### src/rtl/cpu_pkg.sv
// Shared types and constants for the MIPS core pipeline: state enum,
// memory access size codes and the ID/EX control bundle.
package cpu_pkg;

  localparam int unsigned ALUCTR_W = 5;

  localparam logic [1:0] MEM_NONE = 2'b00;
  localparam logic [1:0] MEM_BYTE = 2'b01;
  localparam logic [1:0] MEM_HALF = 2'b10;
  localparam logic [1:0] MEM_WORD = 2'b11;

  typedef enum logic {
    RUN  = 1'b0,
    HALT = 1'b1
  } state_e;

  typedef struct packed {
    logic                regdst;
    logic                branch;
    logic                memtoreg;
    logic                alusrc1;
    logic                alusrc2;
    logic                regwrite;
    logic                jump;
    logic [1:0]          memwrite;
    logic [1:0]          memread;
    logic [ALUCTR_W-1:0] aluctr;
  } ctrl_t;

  localparam ctrl_t CTRL_BUBBLE = '0;

endpackage

### src/rtl/hazard_detect.sv
// Combinational load-use compare between the instruction in EX and the
// source registers of the instruction in ID; shared with forwarding.
module hazard_detect
  import cpu_pkg::*;
#(
  parameter int unsigned RW = 5
) (
  input  logic [1:0]    i_ex_memread,
  input  logic          i_ex_regwrite,
  input  logic [RW-1:0] i_ex_wa,
  input  logic [RW-1:0] i_id_rs,
  input  logic [RW-1:0] i_id_rt,
  output logic          o_load_use
);

  logic w_is_load;
  logic w_src_hit;

  assign w_is_load  = (i_ex_memread != MEM_NONE) && i_ex_regwrite && (i_ex_wa != '0);
  assign w_src_hit  = (i_ex_wa == i_id_rs) || (i_ex_wa == i_id_rt);
  assign o_load_use = w_is_load && w_src_hit;

endmodule

### src/rtl/id_ex_pipe.sv
// ID/EX pipeline register with load-use stall, flush and sticky halt.
// Optional stall counter enabled by IDEX_STALL_STATS_EN.
module id_ex_pipe
  import cpu_pkg::*;
#(
  parameter int unsigned DW = 32,
  parameter int unsigned RW = 5
) (
  input  logic                clk,
  input  logic                rst_n,
  input  logic                id_regdst_i,
  input  logic                id_branch_i,
  input  logic                id_memtoreg_i,
  input  logic                id_alusrc1_i,
  input  logic                id_alusrc2_i,
  input  logic                id_regwrite_i,
  input  logic                id_jump_i,
  input  logic [1:0]          id_memwrite_i,
  input  logic [1:0]          id_memread_i,
  input  logic [ALUCTR_W-1:0] id_aluctr_i,
  input  logic                id_keep_i,
  input  logic [RW-1:0]       id_rs_i,
  input  logic [RW-1:0]       id_rt_i,
  input  logic [RW-1:0]       id_rd_i,
  input  logic [RW-1:0]       id_shamt_i,
  input  logic [DW-1:0]       id_busa_i,
  input  logic [DW-1:0]       id_busb_i,
  input  logic [DW-1:0]       id_imm_i,
  input  logic [DW-1:0]       id_pc4_i,
  input  logic                flush_i,
  output logic                ex_regdst_o,
  output logic                ex_branch_o,
  output logic                ex_memtoreg_o,
  output logic                ex_alusrc1_o,
  output logic                ex_alusrc2_o,
  output logic                ex_regwrite_o,
  output logic                ex_jump_o,
  output logic [1:0]          ex_memwrite_o,
  output logic [1:0]          ex_memread_o,
  output logic [ALUCTR_W-1:0] ex_aluctr_o,
  output logic [RW-1:0]       ex_rs_o,
  output logic [RW-1:0]       ex_rt_o,
  output logic [RW-1:0]       ex_rd_o,
  output logic [RW-1:0]       ex_shamt_o,
  output logic [DW-1:0]       ex_busa_o,
  output logic [DW-1:0]       ex_busb_o,
  output logic [DW-1:0]       ex_imm_o,
  output logic [DW-1:0]       ex_pc4_o,
  output logic [RW-1:0]       ex_wa_o,
  output logic                ctrl_o,
  output logic                pc_hold_o,
  output logic                ifid_hold_o,
  output logic                halt_o,
  output logic [31:0]         stall_cnt_o
);

  state_e        r_state;
  state_e        w_state_nx;
  ctrl_t         r_ctrl;
  ctrl_t         w_id_ctrl;
  logic [RW-1:0] r_rs, r_rt, r_rd, r_shamt, r_wa;
  logic [DW-1:0] r_busa, r_busb, r_imm, r_pc4;
  logic          w_load_use;
  logic          w_take;
  logic          w_hold;

  assign w_id_ctrl = '{regdst:   id_regdst_i,   branch:   id_branch_i,
                       memtoreg: id_memtoreg_i, alusrc1:  id_alusrc1_i,
                       alusrc2:  id_alusrc2_i,  regwrite: id_regwrite_i,
                       jump:     id_jump_i,     memwrite: id_memwrite_i,
                       memread:  id_memread_i,  aluctr:   id_aluctr_i};

  hazard_detect #(.RW(RW)) u_hazard (
    .i_ex_memread  (r_ctrl.memread),
    .i_ex_regwrite (r_ctrl.regwrite),
    .i_ex_wa       (r_wa),
    .i_id_rs       (id_rs_i),
    .i_id_rt       (id_rt_i),
    .o_load_use    (w_load_use)
  );

  // Priority in RUN: flush, then load-use stall, then illegal opcode, then load.
  always_comb begin
    w_state_nx = r_state;
    w_take     = 1'b0;
    w_hold     = 1'b0;
    if (r_state == HALT) begin
      w_hold = 1'b1;
    end else if (flush_i) begin
      w_hold = 1'b0;
    end else if (w_load_use) begin
      w_hold = 1'b1;
    end else if (id_keep_i) begin
      w_state_nx = HALT;
    end else begin
      w_take = 1'b1;
    end
  end

  always_ff @(posedge clk) begin
    if (!rst_n) begin
      r_state <= RUN;
    end else begin
      r_state <= w_state_nx;
    end
  end

  always_ff @(posedge clk) begin
    if (!rst_n || !w_take) begin
      r_ctrl  <= CTRL_BUBBLE;
      r_rs    <= '0;
      r_rt    <= '0;
      r_rd    <= '0;
      r_shamt <= '0;
      r_wa    <= '0;
      r_busa  <= '0;
      r_busb  <= '0;
      r_imm   <= '0;
      r_pc4   <= '0;
    end else begin
      r_ctrl  <= w_id_ctrl;
      r_rs    <= id_rs_i;
      r_rt    <= id_rt_i;
      r_rd    <= id_rd_i;
      r_shamt <= id_shamt_i;
      r_wa    <= id_regdst_i ? id_rd_i : id_rt_i;
      r_busa  <= id_busa_i;
      r_busb  <= id_busb_i;
      r_imm   <= id_imm_i;
      r_pc4   <= id_pc4_i;
    end
  end

`ifdef IDEX_STALL_STATS_EN
  logic        w_stall;
  logic [31:0] r_stall_cnt;

  assign w_stall = (r_state == RUN) && !flush_i && w_load_use;

  always_ff @(posedge clk) begin
    if (!rst_n) begin
      r_stall_cnt <= '0;
    end else if (w_stall && (r_stall_cnt != '1)) begin
      r_stall_cnt <= r_stall_cnt + 32'd1;
    end
  end

  assign stall_cnt_o = r_stall_cnt;
`else
  assign stall_cnt_o = '0;
`endif

  assign ex_regdst_o   = r_ctrl.regdst;
  assign ex_branch_o   = r_ctrl.branch;
  assign ex_memtoreg_o = r_ctrl.memtoreg;
  assign ex_alusrc1_o  = r_ctrl.alusrc1;
  assign ex_alusrc2_o  = r_ctrl.alusrc2;
  assign ex_regwrite_o = r_ctrl.regwrite;
  assign ex_jump_o     = r_ctrl.jump;
  assign ex_memwrite_o = r_ctrl.memwrite;
  assign ex_memread_o  = r_ctrl.memread;
  assign ex_aluctr_o   = r_ctrl.aluctr;
  assign ex_rs_o       = r_rs;
  assign ex_rt_o       = r_rt;
  assign ex_rd_o       = r_rd;
  assign ex_shamt_o    = r_shamt;
  assign ex_busa_o     = r_busa;
  assign ex_busb_o     = r_busb;
  assign ex_imm_o      = r_imm;
  assign ex_pc4_o      = r_pc4;
  assign ex_wa_o       = r_wa;
  assign ctrl_o        = w_hold;
  assign pc_hold_o     = w_hold;
  assign ifid_hold_o   = w_hold;
  assign halt_o        = (r_state == HALT);

endmodule

### config.mk
export PLATFORM = sky130hd
export DESIGN_NAME = id_ex_pipe
export DESIGN_NICKNAME = d
export VERILOG_FILES = /design/src/rtl/cpu_pkg.sv /design/src/rtl/hazard_detect.sv /design/src/rtl/id_ex_pipe.sv
export SDC_FILE = /design/constraint.sdc
export NUM_CORES = 1
export LEC_CHECK = 0
export ABC_CLOCK_PERIOD_IN_PS = 3400
export CORE_ASPECT_RATIO = 0.6
export CORE_MARGIN = 8
export CORE_UTILIZATION = 37
export DETAILED_ROUTE_END_ITERATION = 8
export PLACE_DENSITY_LB_ADDON = 0.2
export SYNTH_ARGS = -nofsm -noshare
export SYNTH_HDL_FRONTEND = slang
export SYNTH_HIERARCHICAL = 1
export SYNTH_SLANG_ARGS = --single-unit
### constraint.sdc
create_clock -name clk -period 3.4 [get_ports clk]
set_clock_uncertainty 0.2 [all_clocks]
set_input_delay 0.34 -clock clk [delete_from_list [all_inputs] [get_ports clk]]
set_output_delay 0.34 -clock clk [all_outputs]
set_load 0.02 [all_outputs]
## Yosys cells after proc, flatten, opt, wreduce, memory -nomap -nowiden

Index checks and enable logic that the tools add are counted.

- Latch bits: 0
- Logic and storage cells: 43
- Bits in registers: 170
- ROM bits: 0
- Output and inout port bits: 205
- Input port bits: 168
- RAM bits: 0
- Memories: 0

- Order comparisons: 0
- Equality and inequality tests: 2
- Add/subtract/negate cells: 0
- Divide/modulo/power cells: 0
- Multiply operators: 0
- Reductions and logical operators: 9
- Bitwise logic cells: 0
- Multiplexer cells: 12
- Shifts and indexed selects: 0

Operator list:

| cell | count |
|---|---|
| two-way mux 1 bit | 11 |
| == test 5 bit | 2 |
| two-way mux 5 bit | 1 |
| nonzero test 5 bit | 1 |
| logical AND 1 bit | 3 |
| zero test 1 bit | 2 |
| logical OR 1 bit | 2 |
| nonzero test 2 bit | 1 |

## Logic depth before layout (Yosys ltp)

Gate-level depths: netlist of the first run.

- Depth in word-level cells: 9
- Depth in mapped cells: 8
- Depth with buffers taken out: 6

## By module

Netlist of the first run, hierarchy kept.

By module, submodules not included:

| module | times used | sequential area each (µm²) | cells an instance | area an instance (µm²) |
|---|---|---|---|---|
| id_ex_pipe | 1 | 3403.3 | 421 | 4983.5 |
| hazard_detect | 1 | 0.0 | 17 | 135.1 |

## Worst setup path before layout of the first run

No wires, ideal clock.

- Path kind: flip-flop to flip-flop
- From: register r_wa[1], in the netlist ex_wa_o[1]
- To: register r_rd[2], in the netlist ex_rd_o[2]
- Path buffers: 2
- Setup time: 60 ps
- Stages on the path, launching flop included: 8
- Arrival time: 2054 ps
- Period minus slack after synthesis: 2314 ps
- Data required time: 3140 ps
- Setup slack: 1086 ps
- Cell sequence: dfxtp_1 or4_1 o221ai_2 a21oi_1 nor4_4 clkbuf_2 buf_4 and3_1

- Cells in the longest elaborated chain, start to end: 8
- Elaborated cells on any way between the ends: 11
- Classes of those cells: 2 x eq/ne; 3 x mux; 6 x reduce/logical

Ends and longest elaborated chain:

| what | RTL line | RTL |
|---|---|---|
| start: declaration | id_ex_pipe.sv:61 | `logic [RW-1:0] r_rs, r_rt, r_rd, r_shamt, r_wa;` |
| start signal: assignment | id_ex_pipe.sv:126 | `r_wa <= id_regdst_i ? id_rd_i : id_rt_i;` |
| == test 5 bit / nonzero test 5 bit (equally long branches) | hazard_detect.sv:20, hazard_detect.sv:19 |  |
| logical OR 1 bit / logical AND 1 bit (equally long branches) | hazard_detect.sv:20, hazard_detect.sv:19 |  |
| logical AND 1 bit (*) | hazard_detect.sv:21 | `assign o_load_use = w_is_load && w_src_hit;` |
| named net w_load_use | id_ex_pipe.sv:63 | `logic w_load_use;` |
| two-way mux 1 bit (*) | id_ex_pipe.sv:91 | `end else if (w_load_use) begin` |
| two-way mux 1 bit (*) | id_ex_pipe.sv:89 | `end else if (flush_i) begin` |
| two-way mux 1 bit (*) | id_ex_pipe.sv:87 | `if (r_state == HALT) begin` |
| zero test 1 bit (*) | id_ex_pipe.sv:109 | `if (!rst_n \|\| !w_take) begin` |
| logical OR 1 bit (*) | id_ex_pipe.sv:109 |  |
| end signal: assignment | id_ex_pipe.sv:124 | `r_rd <= id_rd_i;` |
| end: declaration | id_ex_pipe.sv:61 |  |

The timed path passes the listed nets; every way through them passes the cells marked *.
A chain may end at the register's enable or synchronous reset.

## Final worst setup path of the first run

- From: register r_wa[0], in the netlist ex_wa_o[0]
- To: output port ctrl_o

- Cells in the longest elaborated chain, start to end: 6
- Elaborated cells on any way between the ends: 9
- Classes of those cells: 2 x eq/ne; 3 x mux; 4 x reduce/logical

Ends and longest elaborated chain:

| what | RTL line | RTL |
|---|---|---|
| == test 5 bit / nonzero test 5 bit (equally long branches) | hazard_detect.sv:20, hazard_detect.sv:19 |  |
| logical OR 1 bit / logical AND 1 bit (equally long branches) | hazard_detect.sv:20, hazard_detect.sv:19 |  |
| logical AND 1 bit (*) | hazard_detect.sv:21 |  |
| named net w_load_use | id_ex_pipe.sv:63 |  |
| two-way mux 1 bit (*) | id_ex_pipe.sv:91 |  |
| two-way mux 1 bit (*) | id_ex_pipe.sv:89 |  |
| two-way mux 1 bit (*) | id_ex_pipe.sv:87 |  |
| end: declaration | id_ex_pipe.sv:50 | `output logic ctrl_o,` |

Marked as above.

==> flow_summary.json, run 1 <==
{
  "dieHeight_um": 107,
  "clock_path_buffers": 2,
  "fillers": 1027,
  "drcViolationCount": 0,
  "clkSinkCount": 170,
  "worst-setup-path-type": "flop to output pin",
  "grt_overflow": 0,
  "crit_fanout": 4,
  "hp-start": "id_pc4_i[11]",
  "arrival_ns": 2.56,
  "seqCellArea_sq_um": 3400,
  "cts-root-buf": "clkbuf_16",
  "num_rows": 33,
  "required_ns": 2.86,
  "hold_viol_final": 0,
  "grt_util_all_layers": 0.189,
  "post_drt_wl_per_cell_um": 19.2,
  "end_kind": "output pin",
  "io_pins": 373,
  "ys_ff_latch": 170,
  "final_util": 0.670,
  "drv_slew": 0,
  "final_area_sq_um": 9100,
  "core-area_sq_um": 13600,
  "h-tree-depth": 4,
  "die-area_sq_um": 18000,
  "cts-hold-fix-buffers": 0,
  "antenna_found_initial": 1,
  "status": "finished clean",
  "tightest_slew_ns": 1.32,
  "p_int_mw": 3.59,
  "clk_pin_slew_ns": 0.07,
  "maxCapViolCount": 0,
  "setup_viol": 0,
  "area_growth_pct": 77.8,
  "switching_share": 0.228,
  "holdCritPathClass": "input port to flop",
  "initialDrtViolationCount": 397,
  "netlist_area_sq_um": 5120,
  "synth_cell_types": 20,
  "synth_cells": 438,
  "clk-insertion-delay-late_ns": 0.40,
  "synth_warnings": 6,
  "peakVddDrop_mv": 0.312,
  "die_w_um": 168,
  "fmax_mhz": 323,
  "cts_made_buffers": 17,
  "p_sw_mw": 1.06,
  "synth-seq-area-share": 0.665,
  "period_share": 0.912,
  "p_clk_frac": 0.445,
  "relSlewSlack": 0.123,
  "cts_resized": 0,
  "setup-tns-final_ns": 0,
  "grt_max_degree": 171,
  "powerDensity_nw_per_um2": 511,
  "dp_hpwl_mm": 13.8,
  "nets": 927,
  "route.antenna.remaining_nets": 0,
  "dr.pass1.iters": 4,
  "io_buffers": 340,
  "final_common_cell": "clkdlybuf4s50_1",
  "initial_core_util": 0.377,
  "finalWirelength_mm": 18.1,
  "p_comb_frac": 0.112,
  "p_seq_frac": 0.443,
  "cts_tree": "done",
  "grt_pass1_vias": 4455,
  "r2r-start": "ex_wa_o[1]$_SDFF_PP0_",
  "p_leak_nw": 4.14,
  "n_antenna_cell": 0,
  "multi_input_area_sq_um": 1410,
  "rsz0062_at_grt": "false",
  "placed_cell_area_sq_um": 8470,
  "vias": 4228,
  "grt_pass1_wl_mm": 26.6,
  "post-cts-setup-buffers": 0,
  "critPathLaunch": "ex_wa_o[0]$_SDFF_PP0_",
  "vias_per_cell": 4.46,
  "syn-mean-instance-area_sq_um": 11.7,
  "final_cell_mix": "clkdlybuf4s50_1 (339), dfxtp_1 (170), and3_1 (169)",
  "period_needed_ns": 3.10,
  "place_congestion": 0.800,
  "layout-drive-gt1-share": 0.0518,
  "startpoint_type": "flop"
}
-- through the flow --
stage | setup slack, ns | hold slack, ns | power (mW) | cells
finish | 0.300 | 0.314 | 4.65 | 947
global route | 0.245 | 0.296 | 4.82 | 947
CTS | 0.346 | 0.296 | 4.70 | 947
detailed placement | 0.404 | 0.401 | 2.62 | 915
global placement | 0.430 | 0.385 | 2.62 | 915
floorplan | 1.09 | 0.286 | 2.33 | 469
-- cell families (layout without fill, tap and decap cells) --
group | after synthesis | in the layout | synth area share
buf+inv | 72 | 375 | 0.0819
other cells | 1 | 32 | 0.000733
mux | 5 | 5 | 0.0110
flops | 170 | 170 | 0.665
simple gates | 176 | 176 | 0.218
xor+xnor | 10 | 10 | 0.0171
compound gates | 4 | 4 | 0.00684
-- cell type report --
| cell class | instances | area share |
|---|---|---|
| clock inverter | 13 | 0.0223 |
| sequential | 170 | 0.374 |
| clock buffer | 19 | 0.0476 |
| tap | 175 | 0.0241 |
| inverter | 1 | 0.000412 |
| timing repair buffer | 342 | 0.377 |
| multi-input combinational | 227 | 0.155 |
-- metal layers --
metal / share of wire / track usage / up-vias / routed length, um
met5: 0.00066 / 0 / - / 12
li1: - / - / 2060 / -
met4: 0.020 / 0.0717 / 2 / 368
met1: 0.39 / 0.206 / 1946 / 7080
met2: 0.51 / 0.339 / 194 / 9270
met3: 0.078 / 0.0631 / 26 / 1410
-- path summary, 6_finish.rpt --
path | slack (ns) | end | cells past startpoint
max reg2reg | 0.75 | ex_imm_o[1]$_SDFF_PP0_ | 6
max | 0.30 | ctrl_o | 6
min reg2reg | 0.41 | halt_o$_SDFF_PN0_ | 1
min | 0.31 | ex_pc4_o[11]$_SDFF_PP0_ | 2
-- worst max-delay path, stage by stage (launching register included) --
cell             delay, ns
dfxtp_1               0.46
xor2_1                0.13
nor3_1                0.23
nand3_1               0.13
a21oi_1               0.38
a21o_1                0.21
clkdlybuf4s50_1       0.62
-- sequential cells by signal, indices dropped and copies added (netlist names) --
signal,cells
ex_branch_o,1
ex_wa_o,5
ex_imm_o,32
ex_regwrite_o,1
ex_rd_o,5
ex_rt_o,5
ex_aluctr_o,5
ex_pc4_o,32
ex_rs_o,5
ex_shamt_o,5
halt_o,1
ex_memtoreg_o,1
ex_alusrc2_o,1
ex_memread_o,2
ex_memwrite_o,2
ex_busb_o,32
ex_busa_o,32
ex_alusrc1_o,1
ex_regdst_o,1
ex_jump_o,1
-- power groups by stage --
stage / logic [mW] / clock network (mW) / registers (mW)
4_1_cts: 0.521 / 2.12 / 2.06
3_5_place_dp: 0.518 / 0 / 2.11
3_3_place_gp: 0.512 / 0 / 2.10
2_1_floorplan: 0.156 / 0 / 2.17
6_report: 0.521 / 2.07 / 2.06
5_1_grt: 0.551 / 2.21 / 2.06
-- Yosys cell counts --
cell / instances / share of area
a21oi_1: 1 / 0.00098
dfxtp_1: 170 / 0.66
o21a_1: 1 / 0.0015
clkbuf_1: 24 / 0.018
buf_4: 36 / 0.053
mux2_2: 5 / 0.011
a21o_1: 1 / 0.0015
xor2_1: 6 / 0.010
nand3_1: 2 / 0.0020
o221ai_2: 1 / 0.0029
nor4_4: 1 / 0.0042
buf_2: 10 / 0.0098
or4_1: 1 / 0.0015
inv_1: 1 / 0.00073
and3_1: 169 / 0.21
nor3b_1: 1 / 0.0015
conb_1: 1 / 0.00073
xnor2_1: 4 / 0.0068
clkbuf_2: 1 / 0.00098
nor3_1: 2 / 0.0020
Note: power is estimated with default switching activity, not from simulation.
==> run 2, diff against run 1 <==
--- a/config.mk
+++ b/config.mk
@@ -6,11 +6,11 @@
 export NUM_CORES = 1
 export LEC_CHECK = 0
 export ABC_CLOCK_PERIOD_IN_PS = 3400
-export CORE_ASPECT_RATIO = 0.6
-export CORE_MARGIN = 8
-export CORE_UTILIZATION = 37
+export CORE_AREA = 3 3 145 147
 export DETAILED_ROUTE_END_ITERATION = 8
+export DIE_AREA = 0 0 148 150
 export PLACE_DENSITY_LB_ADDON = 0.2
+export SKIP_CTS_REPAIR_TIMING = 1
 export SYNTH_ARGS = -nofsm -noshare
 export SYNTH_HDL_FRONTEND = slang
 export SYNTH_HIERARCHICAL = 1
==> flow_summary.json, run 2 (synthesis gave the netlist of run 1 again) <==
{
  "r2r-start": "ex_wa_o[1]$_SDFF_PP0_",
  "arrival_ns": 2.44,
  "place_congestion": 0.766,
  "cts_tree": "done",
  "core-area_sq_um": 20000,
  "grt_max_degree": 124,
  "peakVddDrop_mv": 0.307,
  "crit_fanout": 4,
  "cp_num_buf_inv": 1,
  "holdCritPathClass": "input port to flop",
  "initial_core_util": 0.255,
  "route.antenna.remaining_nets": 0,
  "cts-root-buf": "clkbuf_16",
  "startpoint_type": "flop",
  "finalWirelength_mm": 17.4,
  "period_share": 0.877,
  "drcViolationCount": 0,
  "clock_path_buffers": 2,
  "min_delay_worst_endpoint": "halt_o$_SDFF_PN0_",
  "h-tree-depth": 4,
  "clk-insertion-delay-late_ns": 0.42,
  "critical_path.max_stage_delay_ns": 0.60,
  "io_buffers": 340,
  "hp-start": "rst_n",
  "hold_viol_final": 0,
  "setup_viol": 0,
  "grt_pass1_vias": 4313,
  "grt_pass1_wl_mm": 25.3,
  "slowest_stage": "or4_1",
  "num_rows": 52,
  "n_antenna_cell": 0,
  "clk_pin_slew_ns": 0.07,
  "area_growth_pct": 78.8,
  "crit_chain": "or4_1, o221ai_2, a21oi_1, a21o_1, clkdlybuf4s50_1",
  "grt_overflow": 0,
  "cts_made_buffers": 17,
  "route.met3.wl_mm": 1.57,
  "relSlewSlack": 0.576,
  "place_ws_ns": 0.512,
  "vias": 4262,
  "top_layer": "met4",
  "final_cell_mix": "clkdlybuf4s50_1 (339), dfxtp_1 (170), and3_1 (169)",
  "reg2regPathDepth": 7,
  "multi_input_area_sq_um": 1410,
  "initialDrtViolationCount": 185,
  "dr.pass1.iters": 4,
  "hold_depth": 2,
  "wl_met1_mm": 6.51,
  "die_w_um": 148,
  "final_util": 0.457,
  "maxCapViolCount": 0,
  "rsz0062_at_grt": "false",
  "fin_cells": 1045,
  "die-area_sq_um": 22200,
  "powerDensity_nw_per_um2": 477,
  "crit_family": "simple AND/OR/NAND/NOR gates",
  "clkSinkCount": 170,
  "required_ns": 2.86,
  "tightest_slew_ns": 0.636,
  "dieHeight_um": 150,
  "post_drt_wl_per_cell_um": 16.7,
  "period_needed_ns": 2.98,
  "wl_met2_mm": 9.03,
  "fin_ws_ns": 0.417,
  "setup-tns-final_ns": 0,
  "fmax_mhz": 335,
  "antenna_found_initial": 0,
  "final_common_cell": "clkdlybuf4s50_1",
  "nets": 930,
  "status": "finished clean",
  "seqCellArea_sq_um": 3400,
  "io_pins": 373,
  "drv_slew": 0,
  "dp.cells": 1013,
  "vias_per_cell": 4.08,
  "end_kind": "output pin",
  "dp_hpwl_mm": 13.1,
  "worst-setup-path-type": "flop to output pin",
  "grt_util_all_layers": 0.149,
  "r2r_end": "ex_pc4_o[29]$_SDFF_PP0_",
  "layout-drive-gt1-share": 0.0555,
  "p_total_mw": 4.37,
  "r2r_setup_slack_ns": 0.64,
  "critPathLaunch": "ex_wa_o[1]$_SDFF_PP0_",
  "fillers": 1915,
  "p_leak_nw": 4.11
}
-- run 2: power breakdown --
group / internal [mW] / switching [mW] / leakage (nW) / total [mW]
Combinational: 0.295 / 0.224 / 2.47 / 0.519
Sequential: 2.04 / 0.0172 / 1.38 / 2.06
Clock: 0.953 / 0.833 / 0.257 / 1.79
Total: 3.29 / 1.07 / 4.11 / 4.37
-- run 2: how the worst max path moves through the flow --
stage               slack (ns)  depth (start not counted)                    end
floorplan                 1.09                          7  ex_rd_o[2]$_SDFF_PP0_
global placement          0.51                          7                 ctrl_o
detailed placement        0.51                          7              pc_hold_o
CTS                       0.38                          5                 ctrl_o
global route              0.24                          6                 ctrl_o
finish                    0.42                          5                 ctrl_o
-- run 2: worst register-to-register path, delay by kind of cell, from the launching register on --
| kind | cells | cell delay, ns |
|---|---|---|
| DFF | 1 | 0.37 |
| buffers and inverters | 2 | 0.52 |
| AOI/OAI and AO/OA | 2 | 0.29 |
| and+or+nand+nor | 3 | 1.32 |
-- run 2: metal layers --
metal  vias to the layer above  global-route usage
met3                        18              0.0548
met1                      1960               0.157
met5                         -                   0
li1                       2069                   -
met2                       215               0.272
met4                         0              0.0554
-- run 2: layout make-up --
class | instances | area share
flip-flops and latches | 170 | 0.372
inverters | 1 | 0.000410
multi-input cells | 227 | 0.154
clock buffers | 19 | 0.0473
clock inverters | 13 | 0.0119
well taps | 270 | 0.0369
repair buffers | 345 | 0.377
-- run 2: through the flow --
step / cell area (sq um) / hold WS [ns]
detailed placement: 8610 / 0.394
global placement: 8610 / 0.380
global route: 9150 / 0.281
finish: 9150 / 0.290
floorplan: 5240 / 0.286
CTS: 9150 / 0.267
==> run 3, diff against run 2 <==
--- a/config.mk
+++ b/config.mk
@@ -5,10 +5,12 @@
 export SDC_FILE = /design/constraint.sdc
 export NUM_CORES = 1
 export LEC_CHECK = 0
+export ABC_AREA = 1
 export ABC_CLOCK_PERIOD_IN_PS = 3400
-export CORE_AREA = 3 3 145 147
+export CORE_AREA = 3 3 144 146
+export CTS_BUF_LIST = sky130_fd_sc_hd__clkbuf_2
 export DETAILED_ROUTE_END_ITERATION = 8
-export DIE_AREA = 0 0 148 150
+export DIE_AREA = 0 0 147 149
 export PLACE_DENSITY_LB_ADDON = 0.2
 export SKIP_CTS_REPAIR_TIMING = 1
 export SYNTH_ARGS = -nofsm -noshare
==> flow_summary.json, run 3 <==
{
  "status": "finished clean",
  "peakVddDrop_mv": 0.174,
  "placed_cell_area_sq_um": 8900,
  "period_share": 0.917,
  "fmax_mhz": 321,
  "worst-setup-path-type": "input port to output pin",
  "tightest_slew_ns": 0.513,
  "powerDensity_nw_per_um2": 352,
  "die_w_um": 147,
  "fillers": 1716,
  "die-area_sq_um": 21900,
  "grt_pass1_wl_mm": 24.3,
  "io_buffers": 340,
  "reg2regPathDepth": 8,
  "dp_hpwl_mm": 12.8,
  "io_pins": 373,
  "arrival_ns": 2.58,
  "antenna_found_initial": 1,
  "synth_area_leaders": "dfxtp_1 (64%), nor2_1 (13%), inv_1 (13%), buf_4 (4.9%), nand2_1 (1.7%)",
  "startpoint_type": "input port",
  "drcViolationCount": 0,
  "r2r_end": "ex_memread_o[0]$_SDFF_PP0_",
  "synth-edff-count": 0,
  "clkSinkCount": 170,
  "relSlewSlack": 0.658,
  "route.antenna.remaining_nets": 0,
  "final_common_cell": "clkdlybuf4s50_1",
  "setup_viol": 0,
  "dr.pass1.iters": 4,
  "p_leak_nw": 5.09,
  "synth_cell_types": 18,
  "clk-insertion-delay-late_ns": 0.70,
  "period_needed_ns": 3.12,
  "clock_path_buffers": 2,
  "initialDrtViolationCount": 119,
  "ys.flop_type": "dfxtp_1",
  "synth_most_common_cell": "nor2_1",
  "place_congestion": 0.789,
  "synth_top_cells_by_count": "nor2_1 (189), inv_1 (182), dfxtp_1 (170)",
  "hold_viol_final": 0,
  "end_kind": "output pin",
  "hp-start": "id_regdst_i",
  "drv_slew": 0,
  "cts-root-buf": "clkbuf_2",
  "nets": 1305,
  "grt_util_all_layers": 0.145,
  "r2r_setup_slack_ns": 1.05,
  "rsz0062_at_grt": "false",
  "layout-drive-gt1-share": 0.0339,
  "grt_pass1_vias": 4349,
  "synth-seq-area-share": 0.639,
  "synth_top_area_frac": 0.639,
  "finalWirelength_mm": 18.7,
  "holdCritPathClass": "input port to flop",
  "yosys.area.top_type": "dfxtp_1",
  "hold-worst-slack_ns": 0.207,
  "final_area_sq_um": 10800,
  "grt_overflow": 0,
  "synth_warnings": 6,
  "ys_ff_latch": 170,
  "maxCapViolCount": 0,
  "synth_cells": 632,
  "hold_depth": 3,
  "num_rows": 51,
  "core-area_sq_um": 19500,
  "final_cell_mix": "clkdlybuf4s50_1 (337), nor2_1 (189), inv_1 (182)",
  "vias": 5172,
  "dieHeight_um": 149,
  "syn-mean-instance-area_sq_um": 8.42,
  "cts_tree": "done",
  "grt_max_degree": 59,
  "cts_made_buffers": 17,
  "netlist_area_sq_um": 5320,
  "post_drt_wl_per_cell_um": 13.2,
  "required_ns": 2.86,
  "r2r-start": "ex_wa_o[0]$_SDFF_PP0_",
  "clk_pin_slew_ns": 0.28,
  "fin_ws_ns": 0.283,
  "async_flop_share": 0,
  "min_delay_worst_endpoint": "ex_regdst_o$_SDFF_PP0_",
  "vias_per_cell": 3.65,
  "place_ws_ns": 0.457,
  "area_growth_pct": 103,
  "h-tree-depth": 4,
  "crit_fanout": 3,
  "initial_core_util": 0.273
}
[run 3: changes by cell type in the layout (fill, tap and decap cells not counted), moves of 3 or more]
cell            delta
nor2_1           +189
inv_1            +181
and3_1           -169
dlygate4sd3_1    +165
nand2_1           +24
clkbuf_2          +18
clkbuf_16         -17
buf_4              -5
mux2_2             -5
xor2_1             -5
dlymetal6s2s_1     +3
[run 3: worst max-delay path by stage]
stage / startpoint / slack [ns] / depth (start not counted) / to
2_1_floorplan: ex_wa_o[4]$_SDFF_PP0_ / 0.98 / 9 / ifid_hold_o
3_3_place_gp: id_rs_i[0] / 0.47 / 10 / ctrl_o
6_report: id_rs_i[0] / 0.28 / 11 / pc_hold_o
3_5_place_dp: id_rs_i[0] / 0.46 / 10 / pc_hold_o
5_1_grt: id_rt_i[1] / 0.09 / 11 / pc_hold_o
4_1_cts: ex_wa_o[1]$_SDFF_PP0_ / -0.03 / 9 / pc_hold_o
[run 3: logic make-up after synthesis]
family	Yosys count	synth area share
AO/OA/AOI/OAI	3	0.00400
other	1	0.000704
flip-flops	170	0.639
AND/OR/NAND/NOR	219	0.157
buffers and inverters	236	0.194
XOR/XNOR	3	0.00494
[run 3: metal layers]
metal,vias up,track usage,part of all wire
li1,2671,-,-
met1,2239,0.146,0.38
met2,241,0.261,0.52
met3,21,0.0711,0.087
met4,0,0.0494,0.015
met5,-,0,0
[run 3: worst max-delay path: stages]
cell             delay, ns
dlygate4sd3_1         0.54
clkdlybuf4s50_1       0.53
nand2_1               0.06
inv_1                 0.06
nor2_1                0.03
nor2_1                0.15
nand3_1               0.11
a21oi_2               0.15
inv_1                 0.06
o21ai_0               0.26
dlymetal6s2s_1        0.28
[run 3: where the power goes]
part           internal [mW]  total (mW)  switching, mW
clock                  0.282        1.03          0.747
sequential              2.05        2.07         0.0164
combinational          0.418       0.698          0.281
[run 3: metrics by stage]
step | std cells | setup TNS (ns) | power [mW] | util
after floorplan | 663 | 0 | 2.33 | -
after global placement | 1218 | 0 | 2.64 | 0.456
after detailed placement | 1218 | 0 | 2.64 | 0.456
after CTS | 1250 | -0.0856 | 3.71 | 0.467
after global routing | 1416 | 0 | 4.00 | 0.552
final | 1416 | 0 | 3.80 | 0.552
[run 3: area by class of cell]
| cell class | instances | area [sq um] | share of cell area |
|---|---|---|---|
| clock buffers | 18 | 90.1 | 0.00835 |
| well taps | 265 | 332 | 0.0307 |
| multi-input cells | 257 | 1010 | 0.0939 |
| repair buffers | 508 | 5120 | 0.475 |
| flip-flops and latches | 170 | 3400 | 0.316 |
| diodes | 1 | 2.50 | 0.000232 |
| inverters | 183 | 687 | 0.0637 |
| clock inverters | 14 | 135 | 0.0125 |
